$ cat src/rtl/rr_select_sequencer.sv
// Round-robin arbiter/sequencer driving a shared one-hot select decoder.
// A grant is held until done, withdrawal, or a MAX_HOLD forced release.
module rr_select_sequencer #(
  parameter int IDX_W    = 3,
  parameter int MAX_HOLD = 15,
  localparam int N_REQ   = 1 << IDX_W
) (
  input  logic             clk,
  input  logic             rst_n,
  input  logic             en,
  input  logic [N_REQ-1:0] req,
  input  logic             done,
  output logic [N_REQ-1:0] gnt,
  output logic [IDX_W-1:0] gnt_idx,
  output logic             gnt_valid,
  output logic             timeout
);

  typedef enum logic [1:0] {IDLE, GRANT, RELEASE} state_t;

  state_t           state_q, state_d;
  logic [7:0]       hold_q, hold_d;
  logic [IDX_W-1:0] last_q, last_d;
  logic [IDX_W-1:0] idx_d;
  logic             timeout_d;
  logic             found;
  logic [IDX_W-1:0] win;
  logic [IDX_W-1:0] cand;

  localparam logic [7:0] HOLD_LAST = 8'(MAX_HOLD - 1);

  function automatic logic [N_REQ-1:0] decode(input logic [IDX_W-1:0] idx);
    return N_REQ'(1) << idx;
  endfunction

  // Rotating priority search starting just above the last-served index
  always_comb begin
    found = 1'b0;
    win   = '0;
    cand  = '0;
    for (int k = 1; k <= N_REQ; k++) begin
      cand = last_q + IDX_W'(k);
      if (!found && req[cand]) begin
        found = 1'b1;
        win   = cand;
      end
    end
  end

  always_comb begin
    state_d   = state_q;
    hold_d    = hold_q;
    last_d    = last_q;
    idx_d     = gnt_idx;
    timeout_d = 1'b0;
    case (state_q)
      IDLE: begin
        if (en && found) begin
          state_d = GRANT;
          idx_d   = win;
          hold_d  = '0;
        end
      end
      GRANT: begin
        // A withdrawn request is a normal completion, never a timeout
        if (done || !req[gnt_idx]) begin
          state_d = RELEASE;
          last_d  = gnt_idx;
        end else if (hold_q == HOLD_LAST) begin
          state_d   = RELEASE;
          last_d    = gnt_idx;
          timeout_d = 1'b1;
        end else begin
          hold_d = hold_q + 8'd1;
        end
      end
      RELEASE: state_d = IDLE;
      default: state_d = IDLE;
    endcase
  end

  always_ff @(posedge clk or negedge rst_n) begin
    if (!rst_n) begin
      state_q   <= IDLE;
      hold_q    <= '0;
      last_q    <= IDX_W'(N_REQ - 1);
      gnt       <= '0;
      gnt_idx   <= '0;
      gnt_valid <= 1'b0;
      timeout   <= 1'b0;
    end else begin
      state_q   <= state_d;
      hold_q    <= hold_d;
      last_q    <= last_d;
      gnt_idx   <= idx_d;
      gnt_valid <= (state_d == GRANT);
      gnt       <= (state_d == GRANT) ? decode(idx_d) : '0;
      timeout   <= timeout_d;
    end
  end

endmodule

$ cat config.mk
export PLATFORM = sky130hd
export DESIGN_NAME = rr_select_sequencer
export DESIGN_NICKNAME = d
export VERILOG_FILES = /design/src/rtl/rr_select_sequencer.sv
export SDC_FILE = /design/constraint.sdc
export NUM_CORES = 1
export LEC_CHECK = 0
export ABC_AREA = 1
export CAP_MARGIN = 30
export CORE_ASPECT_RATIO = 1.1
export CORE_MARGIN = 2
export CORE_UTILIZATION = 35
export CTS_CLUSTER_SIZE = 30
export DETAILED_ROUTE_END_ITERATION = 6
export GPL_TIMING_DRIVEN = 0
export SLEW_MARGIN = 30
export SYNTH_ARGS = -nofsm -noshare
export SYNTH_HDL_FRONTEND = slang
export SYNTH_SLANG_ARGS = --single-unit
$ cat constraint.sdc
create_clock -name clk -period 3.4 [get_ports clk]
set_clock_uncertainty 0.2 [all_clocks]
set_input_delay 0.68 -clock clk [delete_from_list [all_inputs] [get_ports clk]]
set_output_delay 0.68 -clock clk [all_outputs]
set_load 0.1 [all_outputs]
; Word level (Yosys, flattened, before mapping)
; Index checks and enable logic that the tools add are counted.
[totals]
in_bits = 12
wordCells = 103
register_bits = 26
output_inout_bits = 13
[classes]
eq_ne = 6
n_lt_le_gt_ge = 9
n_shift = 1
n_reduce_logical = 22
n_mux = 50
addsub = 8
[ops]
columns = cell, count
row1 = < comparator 3 x 4 -> 1 bit (second input constant), 9
row2 = two-way mux 3 bit, 12
row3 = two-way mux 8 bit, 4
row4 = binary-select mux 1 bit (select 3 bit), 9
row5 = two-way mux 1 bit, 20
row6 = case mux 8 bit (2 select lines), 1
row7 = adder 3 bit (second input constant), 4
row8 = adder 8 x 1 -> 8 bit (second input constant), 1
row9 = equality test 8 x 4 -> 1 bit (second input constant), 1
row10 = logical AND 1 bit, 8
row11 = zero test 1 bit, 8
row12 = left shift 1 x 3 -> 8 bit (first input constant), 1
row13 = adder 3 x 2 -> 3 bit (second input constant), 2
row14 = two-way mux 2 bit, 3
row15 = inequality test 2 bit (second input constant), 3
row16 = equality test 2 x 1 -> 1 bit (second input constant), 2
row17 = case mux 2 bit (2 select lines), 1
row18 = AND reduction 4 bit, 1
row19 = nonzero test 2 bit, 2
row20 = adder 3 x 1 -> 3 bit (second input constant), 1
row21 = zero test 2 bit, 1
row22 = AND reduction 2 bit, 1
row23 = logical OR 1 bit, 1

; Depth between registers and ports, before layout
[logic_depth]
depth_word = 30
mapped_depth = 20
depth_no_buf = 19

; Worst setup path before layout
; Ideal clock, no wire load.
[synth_path]
path_kind = reg-to-reg
from = reg last_q[0]
to = reg hold_q[1]
setup_time_ps = 125
slack_ps = 624
path_stages_with_launch = 15
synth_period_minus_slack_ps = 2776
required_time_ps = 3075
arrival_ps = 2451
path_buffers = 1
cell_sequence = dfstp_2 -> inv_2 -> buf_6 -> ha_1 -> inv_2 -> nand3_2 -> nand3_4 -> nand2_4 -> nor2_8 -> nand4_4 -> nor2_8 -> nand3_4 -> nand2_8 -> nand2_4 -> mux2_4
[synth_via]
elab_chain_len = 28
word_cells_on_any_way = 48
classes_between = 7 x add/sub / 1 x eq/ne / 24 x mux / 16 x reduce/logical
[synth_rtl]
columns = element, line
row1 = "start, declared", 23  ; logic [IDX_W-1:0] last_q, last_d;
row2 = "start signal, assigned", 86  ; last_q <= IDX_W'(N_REQ - 1);
row3 = "start signal, assigned", 94  ; last_q <= last_d;
row4 = adder 3 x 1 -> 3 bit, 42  ; cand = last_q + IDX_W'(k);
row5 = binary-select mux 1 bit (select 3 bit), 43  ; if (!found && req[cand]) begin
row6 = two-way mux 1 bit (implied by the code), 43
row7 = two-way mux 1 bit, 43
row8 = zero test 1 bit, 43
row9 = logical AND 1 bit, 43
row10 = two-way mux 1 bit, 43
row11 = zero test 1 bit, 43
row12 = [... 12 more ...], n/a
row13 = logical AND 1 bit, 43
row14 = two-way mux 1 bit, 43
row15 = zero test 1 bit, 43
row16 = logical AND 1 bit, 43
row17 = two-way mux 1 bit *, 43
row18 = logical AND 1 bit *, 58  ; if (en && found) begin
row19 = inequality test 2 bit (no line) *, n/a
row20 = AND reduction 4 bit (no line) *, n/a
row21 = "end signal, assigned", 93  ; hold_q <= hold_d;
row22 = "end, declared", 22  ; logic [7:0] hold_q, hold_d;
; Mark *: on every way between the ends. The rest lies on a longest branch, timed or not. The select of a mux whose other input is x is not followed.
; A chain may end at the register's enable or synchronous reset.

; Final worst setup path
[layout_path]
from = reg last_q[1]
to = reg hold_q[1]
; The elaborated chain is that of the path after synthesis.

==> run metrics <==
vias in the first global route 1840; Post-Syn Nets 306; DRT iter0 DRCs 76; largest net degree at the start of global routing 27; Crit path largest cell delay 0.54 ns; worst r2r src last_q[1]; Slew Limit Fails 0; Synth Register Bits 26; post-layout util 0.4311; Top delay family on crit path simple AND/OR/NAND/NOR gates; Max transition margin 0.3452; Worst EP required 3.35 ns; DR vias/cell 4.696; clk slew on worst S/H paths 0.08 ns; final hold vios 0; Chip Width 78.55 um; max_cap viols 0; Area Overhead vs Synth 17.72%; Top FF cell, synth dfrtp_1; Max Freq 324.1 MHz; r2r worst-path depth 13; layout cells sized above 1 0.1887; root buffer cell clkbuf_8; synthesized instance count 290; total gr overflow 0; cell mode on critical path nand2_1; first-pass GRT wire length 8.314 mm; GRT Util Overall 0.1521; IO Pins 25; Synth async-reset ratio 1.000; Critical Path Fanout Max 9; die area 6755 um2; Mapped Area 2140 um2; crit path launch type flop; gpl congestion 0.8546; Fin Setup TNS 0 ns; CP endpoint kind flop; # DRC 0; sequential area share after synthesis 0.3058; Post-synth EDFFs 0; routed len/inst 11.92 um; Clock Tree Buf Depth 2; synth unique cells 34; H-Tree Depth 1; fin nets 335; synth top area cells dfrtp_1 27%, nand2_1 13%, nand3_1 7.5%; Crit path buffers/inverters 2; routed wire length 4.708 mm; I/O Buffers 24; # diodes 0; area share of the largest cell type after synthesis 0.2690; RSZ-0062 raised after global routing false; Synth Area per Inst 7.378 um2; CP arrival 3.04 ns; Cell Chain, Critical Path buf_6 > inv_2 > ha_2 > nand3_1 > nand2_1 > nand2_1 > nand2_1 > nand4_4 > nor2_8 > nand3_4 > nand2_8 > nand2_4 > mux2_4; CTS tree built; CTS buffer count 3; run status finished clean; TritonRoute pass-1 iters 4; ANT nets after route 0; Worst path slowest cell dfstp_2; Crit Path Category reg2reg; post-layout min period 3.085 ns; Die H 86 um; initial antenna violation count 0; final hold slack 0.2060 ns; hold-fix buffers at CTS 0; Row Count 29; Setup Buffers After CTS 0; DR vias 1855; Final Setup Violations 0; Hold Path Class in2async; Core Area 5842 um2; post-route non-filler standard cell count 395; FF-to-FF End hold_q[1]; Placed Cells 391; period utilization 0.9075; Worst-Skew Late Latency 0.26 ns; Synth Warn # 0; FF-to-FF setup slack 0.31 ns; Initial Utilization 0.3662; HPWL Detailed 3.798 mm; dominant cell type by area after synthesis dfrtp_1; TritonCTS sink count 26; Worst Tran Pin Value 0.9792 ns
sequential cells by signal (all words and copies together), names as in the netlist:
name       flops
gnt_valid      1
hold_q         8
gnt_idx        3
timeout        1
state_q        2
last_q         3
gnt            8
metrics by stage:
step / instance area, um2 / setup WS, ns
final: 2519 / 0.3145
after global routing: 2519 / 0.01321
after CTS: 2516 / 0.2255
after detailed placement: 2471 / 0.2460
after global placement: 2476 / 0.2366
after floorplan: 2140 / 0.6242
how the worst max path moves through the flow:
| stage | from | to | slack, ns | cells past startpoint |
|---|---|---|---|---|
| global placement | last_q[1] | hold_q[1] | 0.24 | 14 |
| global route | last_q[1] | gnt[4] | 0.01 | 16 |
| floorplan | last_q[0] | hold_q[1] | 0.62 | 14 |
| finish | last_q[1] | hold_q[1] | 0.31 | 13 |
| CTS | last_q[1] | hold_q[1] | 0.23 | 14 |
| detailed placement | last_q[1] | hold_q[1] | 0.25 | 14 |
worst register-to-register path, cell delays in order, from the launching register on:
cell and delay (ns):
dfstp_2 0.54, buf_6 0.15, inv_2 0.11, ha_2 0.45
nand3_1 0.21, nand2_1 0.12, nand2_1 0.05, nand2_1 0.18
nand4_4 0.17, nor2_8 0.15, nand3_4 0.12, nand2_8 0.13
nand2_4 0.09, mux2_4 0.30
area by class of cell:
type	instances	area [um2]
flip-flops and latches	26	654.4
inverters	36	140.1
well taps	77	96.34
plain buffers	5	52.55
repair buffers	24	235.2
clock buffers	4	45.04
multi-input cells	223	1295
fillers	628	3323
metal layers:
metal	global-route usage	vias up	wire length, um
met5	0	-	0
met4	0.04625	0	39
met3	0.01684	4	80
met2	0.2618	15	2355
met1	0.2001	843	2233
li1	-	993	-
synth_stat cells (all sizes together) (2+ instances only):
cell type / number
o21ai: 18
xnor2: 3
nor4: 2
xor2: 3
nor3: 2
dfstp: 3
dfrtp: 23
nand4: 8
buf: 5
mux2i: 2
nand3: 44
a21oi: 2
nor2: 38
nand2: 93
ha: 4
inv: 36
repair_timing:
| action | 4_1_cts | 5_1_grt |
|---|---|---|
| endpoints found under the hold margin | 0 | 0 |
| gates resized for setup | 0 | 1 |
| setup endpoints to repair | 0 | 8 |
placed cells by master, fill, tap and decap left out, drive strengths merged:
| master | synthesis | routed |
|---|---|---|
| buf | 5 | 6 |
| nand3 | 44 | 44 |
| a21oi | 2 | 2 |
| dfrtp | 23 | 23 |
| nor3 | 2 | 2 |
| nor2 | 38 | 38 |
| xor2 | 3 | 3 |
| nand2 | 93 | 93 |
| nor4 | 2 | 2 |
| mux2i | 2 | 2 |
| ha | 4 | 4 |
| o21bai | 1 | 1 |
| mux2 | 1 | 1 |
| nand4 | 8 | 8 |
| clkdlybuf4s50 | 0 | 23 |
| clkbuf | 0 | 4 |
| inv | 36 | 36 |
| nand3b | 1 | 1 |
| dfstp | 3 | 3 |
| o21ai | 18 | 18 |
| xnor2 | 3 | 3 |
| o221ai | 1 | 1 |
logic make-up (layout without fill, tap and decap cells):
kind of cell / count (synthesis) / after routing / synth area share
AND/OR/NAND/NOR: 188 / 188 / 0.4766
buffers and inverters: 41 / 69 / 0.09006
multiplexers: 3 / 3 / 0.01637
XOR/XNOR: 6 / 6 / 0.03158
adder cells (fa/ha/maj): 4 / 4 / 0.02339
flip-flops: 26 / 26 / 0.3058
AO/OA/AOI/OAI: 22 / 22 / 0.05614
Power is not shown: default switching activity piles up to over one toggle a cycle in this logic, so the estimate is an artifact.
